[src/rtl/mem_arb_pkg.sv]
// mem_arb_pkg: shared FSM state and latched memory command types for mem_arbiter.
package mem_arb_pkg;
  typedef enum logic [1:0] {IDLE, BUSY, DONE} state_t;
  typedef struct packed {
    logic        read;
    logic        write;
    logic [31:0] addr;
    logic [3:0]  wmask;
    logic [31:0] wdata;
  } mem_cmd_t;
endpackage

[src/rtl/mem_arbiter_if.sv]
// mem_arbiter_if: requester command/response and shared memory signals of mem_arbiter.
interface mem_arbiter_if;
  logic        req0_read, req0_write, req1_read, req1_write;
  logic [31:0] req0_addr, req1_addr, req0_wdata, req1_wdata;
  logic [3:0]  req0_wmask, req1_wmask;
  logic [31:0] req0_rdata, req1_rdata;
  logic        req0_resp, req1_resp;
  logic        mem_read, mem_write, mem_resp, error;
  logic [31:0] mem_addr, mem_wdata, mem_rdata;
  logic [3:0]  mem_wmask;
  modport slave (
    input  req0_read, req0_write, req0_addr, req0_wmask, req0_wdata,
    input  req1_read, req1_write, req1_addr, req1_wmask, req1_wdata,
    output req0_rdata, req0_resp, req1_rdata, req1_resp,
    output mem_read, mem_write, mem_addr, mem_wmask, mem_wdata,
    input  mem_rdata, mem_resp,
    output error
  );
  modport master (
    output req0_read, req0_write, req0_addr, req0_wmask, req0_wdata,
    output req1_read, req1_write, req1_addr, req1_wmask, req1_wdata,
    input  req0_rdata, req0_resp, req1_rdata, req1_resp,
    input  mem_read, mem_write, mem_addr, mem_wmask, mem_wdata,
    output mem_rdata, mem_resp,
    input  error
  );
endinterface

[src/rtl/mem_arb_grant.sv]
// mem_arb_grant: picks one of two legal requests; MEM_ARB_RR_EN selects round-robin over fixed priority.
module mem_arb_grant (
  input  logic [1:0] req,
`ifdef MEM_ARB_RR_EN
  input  logic       ptr,
`endif
  output logic       valid,
  output logic       id
);
  assign valid = |req;
`ifdef MEM_ARB_RR_EN
  // ptr holds the last-served requester, so a tie goes to the other one
  assign id = &req ? ~ptr : req[1];
`else
  assign id = req[1];
`endif
endmodule

[src/rtl/mem_arbiter.sv]
// mem_arbiter: two-requester shared-memory arbiter with IDLE/BUSY/DONE sequencing and hang timeout.
// Define MEM_ARB_RR_EN for round-robin arbitration; default is fixed priority with requester 1 first.
module mem_arbiter
  import mem_arb_pkg::*;
#(
  parameter int TIMEOUT = 64
) (
  input logic          clk,
  input logic          rst_n,
  mem_arbiter_if.slave bus
);
  localparam int CW = $clog2(TIMEOUT + 1);
  state_t          state;
  mem_cmd_t        cmd;
  mem_cmd_t        req_cmd [2];
  logic [CW-1:0]   cnt;
  logic [1:0]      resp, legal, bad;
  logic [1:0][31:0] rdata;
  logic            gnt_valid, gnt_id, cur, error, expired;
`ifdef MEM_ARB_RR_EN
  logic            ptr;
`endif
  assign req_cmd[0] = {bus.req0_read, bus.req0_write, bus.req0_addr, bus.req0_wmask, bus.req0_wdata};
  assign req_cmd[1] = {bus.req1_read, bus.req1_write, bus.req1_addr, bus.req1_wmask, bus.req1_wdata};
  assign bad        = {bus.req1_read & bus.req1_write, bus.req0_read & bus.req0_write};
  assign legal      = {bus.req1_read ^ bus.req1_write, bus.req0_read ^ bus.req0_write};
  assign expired    = cnt == CW'(TIMEOUT - 1);
  mem_arb_grant u_grant (
    .req   (legal),
`ifdef MEM_ARB_RR_EN
    .ptr   (ptr),
`endif
    .valid (gnt_valid),
    .id    (gnt_id)
  );
  always_ff @(posedge clk or negedge rst_n) begin
    if (!rst_n) begin
      state <= IDLE;
      cmd   <= '0;
      cnt   <= '0;
      cur   <= 1'b0;
      resp  <= '0;
      rdata <= '0;
      error <= 1'b0;
`ifdef MEM_ARB_RR_EN
      ptr   <= 1'b0;
`endif
    end else begin
      resp <= '0;
      case (state)
        IDLE: begin
          if (|bad) error <= 1'b1;
          if (gnt_valid) begin
            cmd   <= req_cmd[gnt_id];
            cur   <= gnt_id;
            cnt   <= '0;
            state <= BUSY;
          end
        end
        BUSY: begin
          if (bus.mem_resp || expired) begin
            cmd.read  <= 1'b0;
            cmd.write <= 1'b0;
            state     <= DONE;
`ifdef MEM_ARB_RR_EN
            ptr       <= cur;
`endif
          end else begin
            cnt <= cnt + 1'b1;
          end
          // a hung transaction ends silently; only a real response pulses resp
          if (bus.mem_resp) begin
            resp[cur]  <= 1'b1;
            rdata[cur] <= bus.mem_rdata;
          end else if (expired) begin
            error <= 1'b1;
          end
        end
        default: state <= IDLE;
      endcase
    end
  end
  assign bus.mem_read   = cmd.read;
  assign bus.mem_write  = cmd.write;
  assign bus.mem_addr   = cmd.addr;
  assign bus.mem_wmask  = cmd.wmask;
  assign bus.mem_wdata  = cmd.wdata;
  assign bus.req0_resp  = resp[0];
  assign bus.req1_resp  = resp[1];
  assign bus.req0_rdata = rdata[0];
  assign bus.req1_rdata = rdata[1];
  assign bus.error      = error;
endmodule

[src/flat_wrapper.sv]
// flat-port wrapper written by rule: the top's interface ports become plain ports
module mem_arbiter_flat import mem_arb_pkg::*;
#(
  parameter int TIMEOUT = 64
)
  (clk, rst_n, bus_req0_read, bus_req0_write, bus_req0_addr, bus_req0_wmask, bus_req0_wdata, bus_req1_read, bus_req1_write, bus_req1_addr, bus_req1_wmask, bus_req1_wdata, bus_req0_rdata, bus_req0_resp, bus_req1_rdata, bus_req1_resp, bus_mem_read, bus_mem_write, bus_mem_addr, bus_mem_wmask, bus_mem_wdata, bus_mem_rdata, bus_mem_resp, bus_error);
  mem_arbiter_if bus_i ();
  input logic clk;
  input logic rst_n;
  input wire logic [$bits(bus_i.req0_read)-1:0] bus_req0_read;
  input wire logic [$bits(bus_i.req0_write)-1:0] bus_req0_write;
  input wire logic [$bits(bus_i.req0_addr)-1:0] bus_req0_addr;
  input wire logic [$bits(bus_i.req0_wmask)-1:0] bus_req0_wmask;
  input wire logic [$bits(bus_i.req0_wdata)-1:0] bus_req0_wdata;
  input wire logic [$bits(bus_i.req1_read)-1:0] bus_req1_read;
  input wire logic [$bits(bus_i.req1_write)-1:0] bus_req1_write;
  input wire logic [$bits(bus_i.req1_addr)-1:0] bus_req1_addr;
  input wire logic [$bits(bus_i.req1_wmask)-1:0] bus_req1_wmask;
  input wire logic [$bits(bus_i.req1_wdata)-1:0] bus_req1_wdata;
  output wire logic [$bits(bus_i.req0_rdata)-1:0] bus_req0_rdata;
  output wire logic [$bits(bus_i.req0_resp)-1:0] bus_req0_resp;
  output wire logic [$bits(bus_i.req1_rdata)-1:0] bus_req1_rdata;
  output wire logic [$bits(bus_i.req1_resp)-1:0] bus_req1_resp;
  output wire logic [$bits(bus_i.mem_read)-1:0] bus_mem_read;
  output wire logic [$bits(bus_i.mem_write)-1:0] bus_mem_write;
  output wire logic [$bits(bus_i.mem_addr)-1:0] bus_mem_addr;
  output wire logic [$bits(bus_i.mem_wmask)-1:0] bus_mem_wmask;
  output wire logic [$bits(bus_i.mem_wdata)-1:0] bus_mem_wdata;
  input wire logic [$bits(bus_i.mem_rdata)-1:0] bus_mem_rdata;
  input wire logic [$bits(bus_i.mem_resp)-1:0] bus_mem_resp;
  output wire logic [$bits(bus_i.error)-1:0] bus_error;
  assign bus_i.req0_read = bus_req0_read;
  assign bus_i.req0_write = bus_req0_write;
  assign bus_i.req0_addr = bus_req0_addr;
  assign bus_i.req0_wmask = bus_req0_wmask;
  assign bus_i.req0_wdata = bus_req0_wdata;
  assign bus_i.req1_read = bus_req1_read;
  assign bus_i.req1_write = bus_req1_write;
  assign bus_i.req1_addr = bus_req1_addr;
  assign bus_i.req1_wmask = bus_req1_wmask;
  assign bus_i.req1_wdata = bus_req1_wdata;
  assign bus_req0_rdata = bus_i.req0_rdata;
  assign bus_req0_resp = bus_i.req0_resp;
  assign bus_req1_rdata = bus_i.req1_rdata;
  assign bus_req1_resp = bus_i.req1_resp;
  assign bus_mem_read = bus_i.mem_read;
  assign bus_mem_write = bus_i.mem_write;
  assign bus_mem_addr = bus_i.mem_addr;
  assign bus_mem_wmask = bus_i.mem_wmask;
  assign bus_mem_wdata = bus_i.mem_wdata;
  assign bus_i.mem_rdata = bus_mem_rdata;
  assign bus_i.mem_resp = bus_mem_resp;
  assign bus_error = bus_i.error;
  mem_arbiter #(.TIMEOUT(TIMEOUT)) u_core (.clk(clk), .rst_n(rst_n), .bus(bus_i));
endmodule
[config.mk]
export PLATFORM = sky130hd
export DESIGN_NAME = mem_arbiter_flat
export DESIGN_NICKNAME = d
export VERILOG_FILES = /design/src/rtl/mem_arb_pkg.sv /design/src/rtl/mem_arbiter_if.sv /design/src/rtl/mem_arb_grant.sv /design/src/rtl/mem_arbiter.sv /design/src/flat_wrapper.sv
export SDC_FILE = /design/constraint.sdc
export NUM_CORES = 1
export LEC_CHECK = 0
export ABC_AREA = 1
export CAP_MARGIN = 10
export CORE_ASPECT_RATIO = 2
export CORE_MARGIN = 3
export CORE_UTILIZATION = 42
export CTS_BUF_LIST = sky130_fd_sc_hd__clkbuf_4 sky130_fd_sc_hd__clkbuf_8
export DETAILED_ROUTE_END_ITERATION = 16
export PLACE_DENSITY = 0.83
export SETUP_SLACK_MARGIN = 0.4
export SLEW_MARGIN = 20
export SYNTH_ARGS = -nofsm -noshare
export SYNTH_HDL_FRONTEND = slang
export SYNTH_SLANG_ARGS = --single-unit
[constraint.sdc]
create_clock -name clk -period 1.49 [get_ports clk]
set_input_delay 0.2235 -clock clk [delete_from_list [all_inputs] [get_ports clk]]
set_output_delay 0.2235 -clock clk [all_outputs]
set_load 0.005 [all_outputs]
# [Word level (Yosys, flattened, before mapping)]
# Cells that the tools add are included.
[totals] wordCells=64 regBits=147 input_bits=175 output_inout_bits=137
[op_classes] muxes=23 n_bitwise=5 n_lt_le_gt_ge=3 eq_ne=8 n_addsub=1 n_reduce_logical=12
[ops] operator="$mux W70" count=4
[ops] operator="$bwmux W64" count=1
[ops] operator="$demux W32 S1" count=1
[ops] operator="$mux W32" count=1
[ops] operator="$mux W7" count=2
[ops] operator="$pmux W7 S2" count=1
[ops] operator="$mux W2" count=5
[ops] operator="$ne A2 B1 Y1 const B" count=4
[ops] operator="$pmux W2 S2" count=2
[ops] operator="$add A7 B1 Y7 const B" count=1
[ops] operator="$eq A7 B6 Y1 const B" count=1
[ops] operator="$reduce_and A2 Y1" count=3
[ops] operator="$reduce_and A3 Y1" count=2
[ops] operator="$mux W1" count=4
[ops] operator="$ne A2 B2 Y1 const B" count=2
[ops] operator="$reduce_and A4 Y1" count=1
[ops] operator="$reduce_or A2 Y1" count=2
[ops] operator="$and A1 B1 Y1" count=2
[ops] operator="$eq A2 B1 Y1 const B" count=1
[ops] operator="$ge A2 B2 Y1 const B" count=1
[ops] operator="$logic_not A2 Y1" count=1
[ops] operator="$lt A1 B2 Y1 const B" count=1
[ops] operator="$not A1 Y2" count=1
[ops] operator="$pmux W1 S2" count=1
[ops] operator="6 further kinds" count=7

# [Logic depth before layout (Yosys ltp)]
[depth] depth_word=7 mapped_depth=9

# [Modules after synthesis]
# From an unflattened synthesis, not the netlist that was laid out.
[unflattened] cells_unflattened=722 hier_area_um2=6465.0
[by_module_without_submodules] module="mem_arbiter" cells_per_inst=718 area_per_inst_um2=6446.2 n_inst=1
[by_module_without_submodules] module="mem_arb_grant" cells_per_inst=4 area_per_inst_um2=18.8 n_inst=1

# [Worst setup path after synthesis]
# No wires, ideal clock.
[synth_timing] path_type="input to register" start="input bus_req1_write" end="register u_core.cmd, in the netlist u_core.bus.mem_addr[10]" arrival_ns=1.287 cell_stages=9 path_buffers=3 path_slack_ns=0.122 setup_time_ns=0.082 t_required_ns=1.408 path_cell_list="ha_1 -> buf_4 -> inv_4 -> nand2_2 -> nand2_4 -> inv_4 -> buf_6 -> buf_6 -> a31oi_1"
[synth_via] elab_chain_len=5 word_cells_on_any_way=7 classes_between="mux: 3; bitwise: 2; reduce/logical: 2"
[synth_lines] element="start: declaration" line="flat_wrapper.sv:16" rtl="input wire logic [$bits(bus_i.req1_write)-1:0] bus_req1_write;"
[synth_lines] element="$xor A1 B1 Y1 (*)" line="mem_arbiter.sv:26" rtl="assign legal = {bus.req1_read ^ bus.req1_write, bus.req0_read ^ bus.req0_write};"
[synth_lines] element="$not A1 Y2 (not written as such)" line="mem_arbiter.sv:54" rtl="cmd <= req_cmd[gnt_id];"
[synth_lines] element="$mux W70 (not written as such) (3 in a row)" line="mem_arbiter.sv:54"
[synth_lines] element="end signal: assignment" line="mem_arbiter.sv:54"
[synth_lines] element="end: declaration" line="mem_arbiter.sv:14" rtl="mem_cmd_t cmd;"
# Every way passes the cells marked *; elsewhere a longest branch is shown, timed or not. The select of a mux whose other input is x is not followed.
# A chain may end at the register's enable or synchronous reset.

# [Final worst setup path]
[layout_timing] start="register u_core.state[0]" end="register u_core.cmd, in the netlist u_core.bus.mem_addr[4]"
[layout_via] elab_chain_len=2
[layout_lines] element="start: declaration" line="mem_arbiter.sv:13" rtl="state_t state;"
[layout_lines] element="start signal: assignment" line="mem_arbiter.sv:38" rtl="state <= IDLE;"
[layout_lines] element="start signal: assignment" line="mem_arbiter.sv:57" rtl="state <= BUSY;"
[layout_lines] element="start signal: assignment" line="mem_arbiter.sv:64" rtl="state <= DONE;"
[layout_lines] element="$logic_not A2 Y1" line="mem_arbiter.sv:50" rtl="case (state)"
[layout_lines] element="$reduce_and A2 Y1 (no source line)"
# No other way between the ends.

==> impl_metrics.ini <==
[yosys]
synth_edf_count = 0
seq_area_frac_synth_pct = 59.0
synth_ff_type = dfrtp_1
async_flop_share_pct = 100
yosysMostFrequentCell = nand2_1
synth.distinct_cells = 22
yosysTopAreaCell = dfrtp_1
synth_cells = 718
synth_nets = 896
synth_top_area_share_pct = 59.0
synth.top_cells.by_count = 238 x nand2_1, 147 x dfrtp_1, 84 x nor2_1
postSynthAreaPerCell_sq_um = 8.68
synth_area_leaders = dfrtp_1 59%, nand2_1 14%, a31oi_1 6.8%, o21ai_0 5.4%, nor2_1 5.1%
ys_ff_latch = 147
synth_warnings = 0
syn_area_sq_um = 6230

[sta]
setup_viol = 1
rsz0062_at_grt = true
worst_clock_skew_ns = 0.0134
tightest_slew_ns = 0.363
fmax_mhz = 651
setup_tns_ns = -0.0457
fin_ws_ns = -0.0457
post-route-period-util_pct = 103
timing.final.crit_period_ns = 1.54
slew_viol_final = 0
max-slew-margin-rel_pct = 75.7
hold_viol = 0

[route]
vias_per_cell = 5.46
vias = 7547
wl_mm = 30.2
ant_nets = 0
first_iter_violations = 491
wl_per_cell_um = 21.8
firstDrtPassIters = 5
drc = 0

[critical_path]
cp-startpoint = u_core.state[0]
cp-start-kind = flop
reg2reg_depth = 7
critPathCaptureType = flop
cp_num_buf_inv = 3
crit_fanout = 7
cpPeakStageDelay_ns = 0.41
crit_family = buffers and inverters
critPathKind = flop to flop
r2r_end = u_core.bus.mem_addr[4]
crit_arrival_ns = 1.87
slowest_stage = dfrtp_1
critical_path.cell_chain = nor2_4, nand2_4, inv_8, buf_12, buf_12, nor2_4, a31oi_2
r2r_start = u_core.state[0]
reg2reg_slack_ns = -0.05
critical_path_required_ns = 1.83

[power_and_ir_drop]
power.switching_w = 0.00924
power_frac_seq_pct = 29.0
p_clk_share_pct = 15.2
p_int_w = 0.0153
peakVddDrop_uv = 1210
powerDensity_nw_per_um2 = 2030
leakage_nw = 5.71
switching_share_pct = 37.7
share_comb_of_total_power_pct = 55.9

[placement]
dp_slack_ns = -0.381
gp_congestion = 0.903
portBuffers = 311
dp.cells = 1206
dp_hpwl_mm = 16.0

[die]
start_util_pct = 43.2
core_region_area_sq_um = 14400
die_width_um = 92.1
rows = 62
die-area_sq_um = 16400
die_y_um = 178
io_pins = 312

[cells_and_area]
syn_to_final_growth_pct = 93.6
drive_gt1_share_pct = 40.8
final_nets = 1354
seqCellArea_sq_um = 3680
instances_no_fill = 1383
postLayoutCoreUtil_pct = 83.6
fillCellCount = 742
multi_input_area_sq_um = 2990

[cts]
cts_tree = done
clock_sinks = 147
root_buffer = clkbuf_8
numCtsBuffers = 17
cts_buffer_depth = 2
path_clk_slew_ns = 0.09
worstSkewPairLatency_ns = 0.47
h-tree-depth = 4

[grt]
grt_usage_pct = 28.7
grt_pass1_wl_mm = 36.0
grt_pass1_vias = 6853
grt_max_degree = 56
antenna_found_initial = 2
grt_overflow = 0

[flow_run]
maxCapViolCount = 0

[worst_hold_path]
min-delay-path-class = input port to async pin

[run_status]
status = finished with violations
violations = setup timing
==> worst reg2reg max path, stage by stage, from the launching register on <==
cell and delay, ns:
dfrtp_1 0.41, nor2_4 0.15, nand2_4 0.09, inv_8 0.09
buf_12 0.16, buf_12 0.16, nor2_4 0.04, a31oi_2 0.31
==> state kept, by name, indices dropped and copies added, names as in the netlist <==
name,count
u_core.bus.error,1
u_core.cur,1
u_core.bus.req1_rdata,32
u_core.bus.mem_read,1
u_core.bus.mem_addr,32
u_core.bus.req0_rdata,32
u_core.bus.mem_wmask,4
u_core.bus.mem_wdata,32
u_core.state,2
u_core.bus.mem_write,1
u_core.cnt,7
u_core.resp,2
==> power groups by stage <==
stage	Sequential [W]	Combinational [W]	Clock [W]
finish	0.00710	0.0137	0.00372
global route	0.00726	0.0144	0.00389
CTS	0.00674	0.00919	0.00368
detailed placement	0.00690	0.00852	0
global placement	0.00682	0.00831	0
floorplan	0.00695	0.00325	0
==> worst max path at each step <==
stage,end,cells after the start
after floorplan,u_core.bus.mem_addr[10],9
after CTS,u_core.cnt[3],9
final,u_core.bus.mem_addr[4],7
after global placement,u_core.bus.mem_addr[19],9
after global routing,u_core.bus.mem_addr[4],7
after detailed placement,u_core.bus.mem_addr[4],9
==> kinds of logic after synthesis <==
kind of cell	after synthesis	share of synthesized area, %
adder cells (fa/ha/maj)	3	0.602
multiplexers	1	0.161
flip-flops	147	59.0
AND/OR/NAND/NOR	337	20.8
AO/OA/AOI/OAI	137	12.4
XOR/XNOR	1	0.141
buffers and inverters	92	6.90
==> layout make-up <==
type	count	share of cell area [%]
antenna	2	0.0415
tap	192	1.99
multi-input combinational	480	24.8
sequential	147	30.5
timing repair buffer	481	37.0
clock inverter	13	1.71
inverter	49	1.77
clock buffer	19	2.17
==> what timing repair did <==
action,CTS,global route
buffers inserted,51,66
cloned,8,17
gates resized for setup,592,201
hold buffers,1,0
pin swaps,11,18
endpoints found under the setup margin,283,284
endpoints found under the hold margin,82,0
==> stage by stage <==
step	area, sq um	power [W]	hold slack (ns)
floorplan	6360	0.0102	-0.0721
global placement	9780	0.0151	0.127
detailed placement	9780	0.0154	0.129
CTS	10400	0.0196	0.195
global route	12100	0.0256	0.256
finish	12100	0.0245	0.222
==> layout by cell type, fill, tap and decap left out, drive strengths merged <==
cell type / n
clkinv: 7
nor3b: 1
ha: 3
o21ai: 69
bufbuf: 1
a31oi: 68
nand2: 241
clkdlybuf4s50: 169
diode: 2
dlygate4sd3: 1
clkinvlp: 2
nor2: 84
xor2: 1
mux2i: 1
dlygate4sd2: 4
nand4: 2
nand3: 9
bufinv: 5
clkbuf: 32
buf: 293
nor3: 1
inv: 48
dfrtp: 147
==> metal layers <==
layer | global-route usage (%) | share of wire [%]
met1 | 31.2 | 33
met2 | 49.8 | 52
met3 | 6.88 | 8.0
met4 | 18.2 | 7.7
met5 | 0 | 0
Note: power is estimated with default switching activity, not from simulation.
